<file path="src/rtl/nes_controller_reader.sv">
// Console-side NES pad reader: latches the pad, clocks out 8 serial bits and
// publishes the frame with a one-cycle valid strobe and a newly-pressed mask.
module nes_controller_reader #(
    parameter int HALF_PERIOD     = 4,
    parameter int POLL_PERIOD     = 0,
    parameter int SYNC_STAGES     = 2,
    parameter int ACTIVE_LOW_DATA = 0
) (
    input  logic       clk_i,
    input  logic       reset_i,
    input  logic       en_i,
    input  logic       start_i,
    input  logic       nes_data_i,
    output logic       nes_latch_o,
    output logic       nes_clk_o,
    output logic       nes_en_o,
    output logic       busy_o,
    output logic [7:0] buttons_o,
    output logic       valid_o,
    output logic [7:0] pressed_o,
    output logic [2:0] state_o
);
    typedef enum logic [2:0] {
        S_IDLE   = 3'd0,
        S_LATCH  = 3'd1,
        S_BIT_LO = 3'd2,
        S_BIT_HI = 3'd3,
        S_DONE   = 3'd4
    } state_t;

    localparam int CW = $clog2(2 * HALF_PERIOD);
    localparam logic [CW-1:0] HALF_LAST  = CW'(HALF_PERIOD - 1);
    localparam logic [CW-1:0] LATCH_LAST = CW'(2 * HALF_PERIOD - 1);
    localparam int PW = (POLL_PERIOD > 1) ? $clog2(POLL_PERIOD) : 1;
    localparam logic [PW-1:0] POLL_LAST = PW'((POLL_PERIOD > 0) ? POLL_PERIOD - 1 : 0);

    state_t                 state_q;
    logic [CW-1:0]          cnt_q;
    logic [2:0]             bit_q;
    logic [6:0]             shift_q;
    logic [SYNC_STAGES-1:0] sync_q;
    logic [PW-1:0]          poll_q;
    logic                   latch_q;
    logic                   nclk_q;
    logic                   busy_q;
    logic                   valid_q;
    logic [7:0]             buttons_q;
    logic [7:0]             pressed_q;

    logic       sample;
    logic       poll_tick;
    logic       trigger;
    logic [7:0] frame_d;

    assign sample    = sync_q[SYNC_STAGES-1] ^ (ACTIVE_LOW_DATA != 0);
    assign poll_tick = (POLL_PERIOD != 0) && en_i && (poll_q == POLL_LAST);
    assign trigger   = en_i && (start_i || poll_tick);
    // Bit 7 goes straight into the published frame so valid lands in DONE itself.
    assign frame_d   = {sample, shift_q};

    always_ff @(posedge clk_i or negedge reset_i) begin
        if (!reset_i) begin
            sync_q <= '0;
        end else begin
            sync_q[0] <= nes_data_i;
            for (int k = 1; k < SYNC_STAGES; k++) begin
                sync_q[k] <= sync_q[k-1];
            end
        end
    end

    always_ff @(posedge clk_i or negedge reset_i) begin
        if (!reset_i) begin
            poll_q <= '0;
        end else if ((POLL_PERIOD != 0) && en_i) begin
            poll_q <= (poll_q == POLL_LAST) ? '0 : poll_q + 1'b1;
        end
    end

    always_ff @(posedge clk_i or negedge reset_i) begin
        if (!reset_i) begin
            state_q   <= S_IDLE;
            cnt_q     <= '0;
            bit_q     <= '0;
            shift_q   <= '0;
            latch_q   <= 1'b0;
            nclk_q    <= 1'b0;
            busy_q    <= 1'b0;
            valid_q   <= 1'b0;
            buttons_q <= '0;
            pressed_q <= '0;
        end else begin
            valid_q   <= 1'b0;
            pressed_q <= '0;
            case (state_q)
                S_IDLE: begin
                    if (trigger) begin
                        state_q <= S_LATCH;
                        cnt_q   <= '0;
                        latch_q <= 1'b1;
                        nclk_q  <= 1'b0;
                        busy_q  <= 1'b1;
                    end
                end
                S_LATCH: begin
                    if (cnt_q == LATCH_LAST) begin
                        state_q <= S_BIT_LO;
                        cnt_q   <= '0;
                        bit_q   <= '0;
                        latch_q <= 1'b0;
                        nclk_q  <= 1'b0;
                    end else begin
                        cnt_q <= cnt_q + 1'b1;
                        if (cnt_q == HALF_LAST) begin
                            nclk_q <= 1'b1;
                        end
                    end
                end
                S_BIT_LO: begin
                    if (cnt_q == HALF_LAST) begin
                        cnt_q <= '0;
                        if (bit_q == 3'd7) begin
                            state_q   <= S_DONE;
                            buttons_q <= frame_d;
                            pressed_q <= frame_d & ~buttons_q;
                            valid_q   <= 1'b1;
                        end else begin
                            shift_q[bit_q] <= sample;
                            state_q        <= S_BIT_HI;
                            nclk_q         <= 1'b1;
                        end
                    end else begin
                        cnt_q <= cnt_q + 1'b1;
                    end
                end
                S_BIT_HI: begin
                    if (cnt_q == HALF_LAST) begin
                        state_q <= S_BIT_LO;
                        cnt_q   <= '0;
                        nclk_q  <= 1'b0;
                        bit_q   <= bit_q + 1'b1;
                    end else begin
                        cnt_q <= cnt_q + 1'b1;
                    end
                end
                S_DONE: begin
                    state_q <= S_IDLE;
                    busy_q  <= 1'b0;
                end
                default: begin
                    state_q <= S_IDLE;
                    latch_q <= 1'b0;
                    nclk_q  <= 1'b0;
                    busy_q  <= 1'b0;
                end
            endcase
        end
    end

    assign nes_latch_o = latch_q;
    assign nes_clk_o   = nclk_q;
    assign nes_en_o    = busy_q;
    assign busy_o      = busy_q;
    assign buttons_o   = buttons_q;
    assign valid_o     = valid_q;
    assign pressed_o   = pressed_q;
    assign state_o     = state_q;
endmodule
</file>
<file path="config.mk">
export PLATFORM = sky130hd
export DESIGN_NAME = nes_controller_reader
export DESIGN_NICKNAME = d
export VERILOG_FILES = /design/src/rtl/nes_controller_reader.sv
export SDC_FILE = /design/constraint.sdc
export NUM_CORES = 1
export LEC_CHECK = 0
export CORE_ASPECT_RATIO = 0.5
export CORE_MARGIN = 3
export CORE_UTILIZATION = 56
export CTS_CLUSTER_SIZE = 12
export DETAILED_ROUTE_END_ITERATION = 8
export PLACE_DENSITY = 0.84
export SETUP_SLACK_MARGIN = 0.15
export SYNTH_ARGS = -nofsm -noshare
export SYNTH_HDL_FRONTEND = slang
export SYNTH_SLANG_ARGS = --single-unit
</file>
<file path="constraint.sdc">
create_clock -name clk_i -period 4.7 [get_ports clk_i]
set_clock_uncertainty 0.2 [all_clocks]
set_input_delay 0.94 -clock clk_i [delete_from_list [all_inputs] [get_ports clk_i]]
set_output_delay 0.94 -clock clk_i [all_outputs]
set_load 0.01 [all_outputs]
</file>
==> flow_metrics.tcl <==
set metrics [dict create \
    status "finished, final reports clean" \
    clkTransAtPathRegs_ns 0.07 \
    min_period_ns 2.716 \
    finalHoldViolCount 0 \
    worstHoldPathType "register to register" \
    worstHoldStart "sync_q[0]" \
    io_buffers 28 \
    reg2reg_depth 5 \
    gp_congestion 0.7755 \
    fmaxAchievable_mhz 368.2 \
    cts.root.buffer_cell "clkbuf_8" \
    finalMaxSlewViolations 0 \
    diodes 0 \
    crit_fanout 17 \
    cap_violations 0 \
    clockBufferDepth 2 \
    r2r_end "buttons_o[5]" \
    r2r-start "cnt_q[0]" \
    dpl.hpwl_mm 2.115 \
    critPathKind "register to output pin" \
    die_w_um 83.93 \
    p_leak_nw 0.9835 \
    design_area_sq_um 2103 \
    vias_per_cell 5.599 \
    cts_buffers 5 \
    post-route-util 0.7697 \
    drc 0 \
    final.period_utilization 0.5778 \
    antenna_found_initial 0 \
    cts_sinks 38 \
    synth-seq-area-share 0.5592 \
    pwr_density_cell_nw_per_um2 589.0 \
    worstSkewPairLatency_ns 0.28 \
    syn_area_sq_um 1700 \
    grt_max_degree 39 \
    whs_path_depth 0 \
    setup_viol 0 \
    ys_seq_elements 38 \
    synth.avg_cell_area_sq_um 12.06 \
    grt_overflow 0 \
    wl_mm 3.130 \
    irDropWorstVdd_uv 477.5 \
    crit_buf_inv 1 \
    holdPathEnd "sync_q[1]" \
    worstPathRequired_ns 3.56 \
    rows 13 \
    wl_per_cell_um 15.12 \
    critPathCaptureType "output pin" \
    first_iter_violations 63 \
    dieArea_sq_um 3774 \
    path_depth 1 \
    postRouteAntennaNets 0 \
    coreArea_sq_um 2733 \
    crit_family "flip-flops" \
    num_io_pins 29 \
    cp_slowest_cell "dfrtp_1" \
    syn-num-nets 153 \
    syn_inst 141 \
    max_slew_margin 0.4532 \
    start_kind "register" \
    rsz0062_at_grt "false" \
    vias 1159 \
    grt_pass1_vias 1200 \
    cts_hold_buf 0 \
    max_slew.worst_pin.slew_ns 0.8202 \
    cts_resized 0 \
    cp_slowest_stage_delay_ns 0.66 \
    first_pass_iters 4 \
    post-cts-setup-buffer-count 0 \
    cp.arrival_ns 1.58 \
    htree_num_levels 2 \
    grtUsageTotal 0.1877 \
    drive_gt1_frac 0.1647 \
    yosysWarnings 0 \
    grt_pass1_wl_mm 5.457 \
    synth.distinct_cells 26 \
    synthToLayoutAreaGrowth_pct 23.69 \
    fin_nets 182 \
    tns_ns 0 \
    crit_path_cell_trace "clkdlybuf4s50_1" \
    cts_tree "built" \
    initial_utilization 0.6223 \
    ff2ff_setup_slack_ns 2.57 \
    die_y_um 44.97 \
    post_dp_cell_area_sq_um 1991 \
]
==> stage by stage <==
stage               cells  power [mW]  hold slack [ns]  setup WS, ns
floorplan             141      0.7937           0.1312         2.711
global placement      200      0.9362           0.1344         2.316
detailed placement    200      0.9631           0.1347         2.274
CTS                   207       1.250           0.1514         1.982
global route          207       1.319           0.1732         1.923
finish                207       1.239           0.1515         1.984
==> metal layers <==
| layer | track usage | wire length [um] | vias up |
|---|---|---|---|
| li1 | - | - | 555 |
| met1 | 0.2294 | 1392 | 577 |
| met2 | 0.3381 | 1591 | 27 |
| met3 | 0.05647 | 145 | 0 |
| met4 | 0.04808 | 0 | 0 |
| met5 | 0 | 0 | - |
==> how the worst max path moves through the flow <==
stage	start	to	slack, ns
detailed placement	start_i	cnt_q[0]	2.27
global route	state_o[1]	state_o[1]	1.92
global placement	en_i	cnt_q[0]	2.32
floorplan	cnt_q[0]	shift_q[3]	2.71
finish	state_o[1]	state_o[1]	1.98
CTS	state_o[1]	state_o[1]	1.98
==> flip-flops by register name, summed over array words and instances, names as in the netlist <==
signal / count
state_o: 3
nes_latch_o: 1
cnt_q: 3
nes_clk_o: 1
bit_q: 3
sync_q: 2
pressed_o: 8
busy_o: 1
valid_o: 1
buttons_o: 8
shift_q: 7
==> cell type report <==
| class | instances | area [sq um] |
|---|---|---|
| well taps | 37 | 46.29 |
| repair buffers | 28 | 275.3 |
| flip-flops and latches | 38 | 950.9 |
| clock buffers | 6 | 82.58 |
| multi-input cells | 88 | 684.4 |
| fillers | 172 | 629.4 |
| clock inverters | 1 | 30.03 |
| inverters | 9 | 33.78 |
==> logic make-up after synthesis <==
group | synth area share
compound gates | 0.07285
fa+ha+maj | 0.05151
buf+inv | 0.03826
flops | 0.5592
mux | 0.1273
simple gates | 0.1508
==> cell usage after synthesis <==
| master | instances | share of area |
|---|---|---|
| dfrtp_1 | 38 | 0.56 |
| buf_2 | 1 | 0.0029 |
| ha_1 | 7 | 0.052 |
| a22oi_1 | 1 | 0.0044 |
| nor2_1 | 7 | 0.015 |
| nor2b_1 | 2 | 0.0074 |
| inv_1 | 9 | 0.020 |
| nor3_1 | 4 | 0.012 |
| nand2_2 | 1 | 0.0037 |
| nor3b_1 | 8 | 0.035 |
| nand2_1 | 4 | 0.0088 |
| a22o_1 | 4 | 0.021 |
| a21oi_1 | 5 | 0.015 |
| mux2_2 | 16 | 0.11 |
| mux2i_1 | 1 | 0.0059 |
| a21o_1 | 1 | 0.0044 |
| mux4_1 | 1 | 0.015 |
| o21ai_0 | 6 | 0.018 |
| clkbuf_1 | 3 | 0.0066 |
| and3_2 | 1 | 0.0044 |
| nand2b_1 | 3 | 0.011 |
| and4bb_2 | 2 | 0.015 |
| nand3_1 | 7 | 0.021 |
| a31oi_1 | 3 | 0.011 |
| nand3b_1 | 4 | 0.018 |
| buf_4 | 2 | 0.0088 |
==> layout by cell type, fill, tap and decap left out, types with 5 or more instances in the layout <==
cell / instances
nand3_1: 7
dfrtp_1: 38
mux2_2: 16
nor2_1: 7
o21ai_0: 6
inv_1: 9
clkbuf_8: 6
clkdlybuf4s50_1: 27
ha_1: 7
a21oi_1: 5
nor3b_1: 8
==> power by group <==
group / switching (mW) / internal, mW
clock: 0.105 / 0.170
combinational: 0.211 / 0.246
sequential: 0.0890 / 0.418
(Power assumes the default switching activity.)
